[config.mk]
export PLATFORM = sky130hd
export DESIGN_NAME = instr_encoder
export DESIGN_NICKNAME = d
export VERILOG_FILES = /design/src/rtl/instr_encoder.sv
export SDC_FILE = /design/constraint.sdc
export NUM_CORES = 1
export LEC_CHECK = 0
export BUFFER_PORTS_ARGS = -buffer_cell sky130_fd_sc_hd__buf_2
export CAP_MARGIN = 20
export CORE_MARGIN = 1.5
export CORE_UTILIZATION = 45
export DETAILED_ROUTE_END_ITERATION = 10
export PLACE_DENSITY = 0.85
export SYNTH_ARGS = -nofsm -noshare
export SYNTH_HDL_FRONTEND = slang
export SYNTH_SLANG_ARGS = --single-unit
[constraint.sdc]
create_clock -name clock -period 2.1 [get_ports clock]
set_clock_uncertainty 0.1 [all_clocks]
set_input_delay 0.63 -clock clock [delete_from_list [all_inputs] [get_ports clock]]
set_output_delay 0.63 -clock clock [all_outputs]
set_load 0.005 [all_outputs]
[src/rtl/instr_encoder.sv]
// Packs RV32I field bundles (R/I/load/store) into 32-bit words and writes them
// sequentially to instruction memory over an ack-handshaked port.
//   state | meaning
//   IDLE  | waiting for start after reset
//   RUN   | accepting bundles, writing encoded words
//   FLUSH | last bundle taken, waiting for final write ack
//   DONE  | program loaded, waiting for next start
module instr_encoder #(
    parameter int ADDR_W = 32,
    parameter int CNT_W  = 16
) (
    input  logic              clock,
    input  logic              reset_n,
    input  logic              start,
    input  logic [ADDR_W-1:0] base_addr,
    input  logic              in_valid,
    output logic              in_ready,
    input  logic [1:0]        in_class,
    input  logic [2:0]        in_funct3,
    input  logic              in_sub,
    input  logic [4:0]        in_rs1,
    input  logic [4:0]        in_rs2,
    input  logic [4:0]        in_rd,
    input  logic [11:0]       in_imm12,
    input  logic              in_last,
    output logic              imem_wEn,
    output logic [ADDR_W-1:0] imem_addr,
    output logic [31:0]       imem_wdata,
    input  logic              imem_ack,
    output logic              busy,
    output logic              done,
    output logic              err,
    output logic [CNT_W-1:0]  count
);

    typedef enum logic [1:0] {S_IDLE, S_RUN, S_FLUSH, S_DONE} state_t;

    state_t            state_q, state_d;
    logic [ADDR_W-1:0] addr_q, addr_d;
    logic [31:0]       wdata_q, wdata_d;
    logic              wen_q, wen_d;
    logic [CNT_W-1:0]  count_q, count_d;
    logic              err_q, err_d;

    logic              ack_eff;
    logic              accept;
    logic              illegal;
    logic [31:0]       enc;

    localparam logic [ADDR_W-1:0] ALIGN_MASK = ~ADDR_W'(3);

    always_comb begin
        illegal = in_sub && ((in_class != 2'b00) ||
                             ((in_funct3 != 3'b000) && (in_funct3 != 3'b101)));
        case (in_class)
            2'b00:   enc = {(in_sub ? 7'b0100000 : 7'b0000000), in_rs2, in_rs1,
                            in_funct3, in_rd, 7'b0110011};
            2'b01:   enc = {in_imm12, in_rs1, in_funct3, in_rd, 7'b0010011};
            2'b10:   enc = {in_imm12, in_rs1, in_funct3, in_rd, 7'b0000011};
            default: enc = {in_imm12[11:5], in_rs2, in_rs1, in_funct3,
                            in_imm12[4:0], 7'b0100011};
        endcase
    end

    // Ack is only meaningful while a write is actually pending.
    assign ack_eff  = wen_q && imem_ack;
    assign in_ready = (state_q == S_RUN) && (!wen_q || imem_ack);
    assign accept   = in_valid && in_ready;

    always_comb begin
        state_d = state_q;
        addr_d  = addr_q;
        wdata_d = wdata_q;
        wen_d   = wen_q;
        count_d = count_q;
        err_d   = err_q;

        if (ack_eff) begin
            wen_d   = 1'b0;
            count_d = count_q + CNT_W'(1);
            addr_d  = addr_q + ADDR_W'(4);
        end

        case (state_q)
            S_IDLE, S_DONE: begin
                if (start) begin
                    state_d = S_RUN;
                    addr_d  = base_addr & ALIGN_MASK;
                    count_d = '0;
                    err_d   = 1'b0;
                end
            end
            S_RUN: begin
                if (accept) begin
                    if (illegal) begin
                        err_d = 1'b1;
                    end else begin
                        wen_d   = 1'b1;
                        wdata_d = enc;
                    end
                    if (in_last) state_d = S_FLUSH;
                end
            end
            S_FLUSH: begin
                if (!wen_q || ack_eff) state_d = S_DONE;
            end
            default: state_d = S_IDLE;
        endcase
    end

    always_ff @(posedge clock or negedge reset_n) begin
        if (!reset_n) begin
            state_q <= S_IDLE;
            addr_q  <= '0;
            wdata_q <= '0;
            wen_q   <= 1'b0;
            count_q <= '0;
            err_q   <= 1'b0;
        end else begin
            state_q <= state_d;
            addr_q  <= addr_d;
            wdata_q <= wdata_d;
            wen_q   <= wen_d;
            count_q <= count_d;
            err_q   <= err_d;
        end
    end

    assign imem_wEn   = wen_q;
    assign imem_addr  = addr_q;
    assign imem_wdata = wdata_q;
    assign busy       = (state_q == S_RUN) || (state_q == S_FLUSH);
    assign done       = (state_q == S_DONE);
    assign err        = err_q;
    assign count      = count_q;

endmodule
Yosys cells after proc, flatten, opt, wreduce, memory -nomap -nowiden
Cells that the tools add are included.
{"block": "word_totals", "romBits": 0, "mem_bits_rw": 0, "reg_bits": 84, "output_inout_bits": 85, "memories": 0, "latch_bits": 0, "inputBits": 71, "wordCells": 60}
{"block": "classes", "n_div": 0, "eq_ne": 11, "shifts": 0, "n_addsub": 2, "n_lt_le_gt_ge": 0, "n_reduce_logical": 19, "muxes": 21, "multipliers": 0, "bitwise": 1}
{"op": "32-bit two-way mux", "count": 3}
{"op": "32-bit case mux with 3 select lines", "count": 1}
{"op": "16-bit two-way mux", "count": 3}
{"op": "32-bit by 3-bit adder with 32-bit output, second input constant", "count": 1}
{"op": "16-bit by 1-bit adder with 16-bit output, second input constant", "count": 1}
{"op": "2-bit != test, second input constant", "count": 5}
{"op": "2-bit two-way mux", "count": 4}
{"op": "4-bit AND reduction", "count": 2}
{"op": "1-bit two-way mux", "count": 7}
{"op": "2-bit == test, second input constant", "count": 3}
{"op": "6-bit two-way mux", "count": 1}
{"op": "2-bit case mux with 3 select lines", "count": 1}
{"op": "1-bit logical AND", "count": 5}
{"op": "2-bit by 1-bit == test with 1-bit output, second input constant", "count": 2}
{"op": "2-bit logical NOT", "count": 2}
{"op": "1-bit logical OR", "count": 4}
{"op": "2-bit nonzero test", "count": 2}
{"op": "3-bit != test, second input constant", "count": 1}
{"op": "3-bit AND reduction", "count": 1}
{"op": "3-bit nonzero test", "count": 1}
{"op": "1-bit case mux with 2 select lines", "count": 1}
{"op": "2-bit OR reduction", "count": 1}
{"op": "1-bit logical NOT", "count": 1}
{"op": "1-bit inverter", "count": 1}

Logic depth before layout (Yosys ltp)
{"block": "depth", "word_depth": 7, "ltp_mapped": 8, "mapped_depth_nobuf": 6}

Worst setup path before layout
Ideal clock, no wire load.
{"block": "synth_timing", "path_type": "input port to flip-flop", "start": "input in_class[0]", "end": "register wdata_q[22] (netlist: imem_wdata[22])", "path_stages": 8, "slack_ns": -0.177, "required_time_ns": 1.875, "arrival_ns": 2.053, "path_cell_list": "inv_1 > ha_1 > nand2b_1 > o21ai_0 > and3_1 > buf_2 > buf_2 > mux2_2"}
{"block": "synth_via", "elab_chain_len": 5, "word_cells_on_any_way": 9, "classes_between": "2 x eq/ne; 1 x mux; 1 x bitwise; 5 x reduce/logical"}
{"item": "from (decl)", "line": "18", "rtl": "input logic [1:0] in_class,"}
{"item": "2-bit nonzero test", "line": "53", "rtl": "illegal = in_sub && ((in_class != 2'b00) ||"}
{"item": "1-bit logical OR", "line": "53"}
{"item": "1-bit logical AND", "line": "53"}
{"item": "1-bit inverter (no line)"}
{"item": "3-bit AND reduction (no line)"}
{"item": "to (signal assigned)", "line": "122", "rtl": "wdata_q <= wdata_d;"}
{"item": "to (decl)", "line": "40", "rtl": "logic [31:0] wdata_q, wdata_d;"}
Parallel ways exist; a longest one is shown, timed or not.
A chain may end at the register's enable or synchronous reset.

Final worst setup path
{"block": "layout_timing", "start": "register addr_q[12] (netlist: imem_addr[12])", "end": "register addr_q[27] (netlist: imem_addr[27])"}
{"block": "layout_via", "elab_chain_len": 4}
{"item": "from (decl)", "line": "39", "rtl": "logic [ADDR_W-1:0] addr_q, addr_d;"}
{"item": "from (signal assigned)", "line": "121", "rtl": "addr_q <= addr_d;"}
{"item": "32-bit by 3-bit adder with 32-bit output (*)", "line": "81", "rtl": "addr_d = addr_q + ADDR_W'(4);"}
{"item": "32-bit two-way mux (*)", "line": "78", "rtl": "if (ack_eff) begin"}
{"item": "32-bit two-way mux", "line": "86", "rtl": "if (start) begin"}
{"item": "32-bit two-way mux (*)", "line": "84", "rtl": "case (state_q)"}
{"item": "via addr_d[27]", "line": "39"}
Mark *: on every way through the listed nets, which the timed path passes. The rest lies on a longest branch.

==> impl_metrics.toml <==
[grt]
grt_max_degree = 39
grt.total_usage_pct = 22.44
grt_pass1_wl_um = 17890
antenna_found_initial = 0
grt_pass1_vias = 3756
grt_overflow = 0

[detailed_routing]
wl_per_cell_um = 15.55
via_per_inst = 5.403
dr.pass1.iters = 4
wl_um = 11310
ant_nets = 0
drcViolationCount = 0
drtIter0Drc = 162
vias = 3928

[final_layout]
area_growth_pct = 36.31
multi_input_area_um2 = 2110
fin_area_um2 = 5660
num-fill-cells = 755
register_area_um2 = 1956
drive_gt1_share_pct = 43.62
nets = 694
n_antenna_cell = 0

[run_status]
status = "finished, violations left"
violations = "setup timing"

[placement]
port_buffers = 148
place_area_um2 = 5261
gp_congestion = 0.8161
pre_cts_slack_ns = -0.1956
dpl.hpwl_um = 8047

[worst_hold_path]
hold_path.class = "in2async"

[cts]
clkSinkCount = 78
cts_buffer_depth = 2
cts_tree = "yes"
clkLatencyLatePin_ns = 0.34
cts-buffers-inserted = 9
clkTransAtPathRegs_ns = 0.09
cts_htree_levels = 3
root_buffer = "clkbuf_8"

[die]
chipHeight_um = 99.07
die_w_um = 99.07
die-area_um2 = 9814
coreArea_um2 = 8848
floorplan.initialDensity_pct = 46.93
row_count = 34
io_pins = 156

[timing]
max_freq_mhz = 472.5
layout_min_cycle_time_ns = 2.117
final.setup.tns_ns = -0.02749
worst_slack_ns = -0.01651
period_share_pct = 100.8
maxSlewViolCount = 0
holdWs_ns = 0.1018
final-hold-violation-count = 0
rsz0062_at_grt = "true"
setup_viol = 2

[power]
power.density_nw_per_um2 = 1221
peakVddDrop_mv = 0.6972
p_total_uw = 6909
p_leak_uw = 0.002699

[critical_path]
arrival_ns = 2.28
critPathMaxFanout = 6
critPathLaunchType = "flop"
worstPathRequired_ns = 2.26
worstSetupPathType = "reg2reg"
endpoint_kind = "flop"
rrSetupSlack_ns = -0.02

[logic_synthesis]
ys_top_cells_by_area = "dfrtp_1, mux2_2, or4_1"
yosys.area.top_type = "dfrtp_1"
synth-xor-area-share_pct = 4.851
synth.avg_cell_area_um2 = 9.817
syn_inst = 423
ys_warn_count = 0
synth.most_common_cell = "dfrtp_1"
yosysUniqueCellTypes = 43
asyncSetResetFlopFracSynth_pct = 100.0
synth-compound-area-share_pct = 11.27
yosys-top-cells-count = "dfrtp_1, nand2_1, nor2_1, mux2_2"
synthesis.area_um2 = 4153
yosys.area_share.simple_pct = 20.79
synth_fa_ha_area_share_pct = 2.712
ys_seq_area_share_pct = 47.00
synth.area.mux_share_pct = 8.255
synth_edf_count = 0
ys_ff_latch = 78
netlist.area_leader.share_pct = 47.00
synth_top_family_by_area = "simple AND/OR/NAND/NOR gates"
yosys_most_used_dff = "dfrtp_1"

[job]
maxCapViolCount = 0
-- per-layer routing --
layer  global-route usage, %  wire length, um  vias up
li1                        -                -     1896
met1                   29.63             5022     1892
met2                   37.93             5536      130
met3                   4.326              605       10
met4                   6.176              141        0
met5                       0                0        -
-- final cells by class --
type / instances / area share [%]
sequential: 78 / 34.55
clock buffer: 9 / 2.188
clock inverter: 7 / 1.680
inverter: 21 / 1.393
tap: 108 / 2.387
timing repair buffer: 199 / 20.53
multi-input combinational: 305 / 37.27
-- worst max-delay path: stages, from the launching register on --
cell and delay, ns:
dfrtp_1 0.40, nand4_1 0.13, buf_6 0.15, or4_4 0.59, or4_4 0.50, a31oi_1 0.17
-- flip-flops by register name, summed over array words and instances, names as in the netlist --
| register | cells |
|---|---|
| imem_addr | 30 |
| imem_wEn | 1 |
| err | 1 |
| state_q | 2 |
| count | 16 |
| imem_wdata | 28 |
-- what timing repair did --
action / in CTS / in global routing
hold endpoints to repair: 0 / 0
gates resized for setup: 7 / 17
pin swaps: 1 / 10
hold buffers: 0 / 0
gates cloned: 0 / 2
setup endpoints to repair: 4 / 10
buffers inserted: 4 / 8
-- kinds of logic after synthesis --
family / Yosys count
and+or+nand+nor: 163
adders and majority gates: 9
AOI/OAI and AO/OA: 72
DFF: 78
xor gates and xnor gates: 23
buffers and inverters: 46
muxes: 31
other: 1
-- placed cells by master, fill, tap and decap left out, drive strengths merged, types with 14 or more instances in the layout --
master and n:
nand4 14, a31oi 16, dfrtp 78, inv 23, mux2 26, nand2 37, buf 199, nor2 35
or4 21, o21ai 21
-- stage by stage --
stage / std cells / util (%)
after global placement: 699 / 59.46
after CTS: 719 / 62.53
after floorplan: 427 / -
after detailed placement: 699 / 59.46
after global routing: 727 / 63.97
final: 727 / 63.97
-- final timing paths --
kind                               start            end  cells past startpoint
max in group asynchronous        reset_n   imem_addr[5]                      2
hold / removal                   reset_n  imem_wdata[7]                      1
setup reg to reg           imem_addr[12]  imem_addr[27]                      5
setup / recovery           imem_addr[12]  imem_addr[27]                      5
hold reg to reg            imem_wdata[1]  imem_wdata[1]                      1
min in group clock         base_addr[12]  imem_addr[12]                      3
-- power by group --
group	switching [uW]	internal [uW]
Combinational	1510	1530
Sequential	506	2100
Clock	590	674
(Power assumes the default switching activity.)
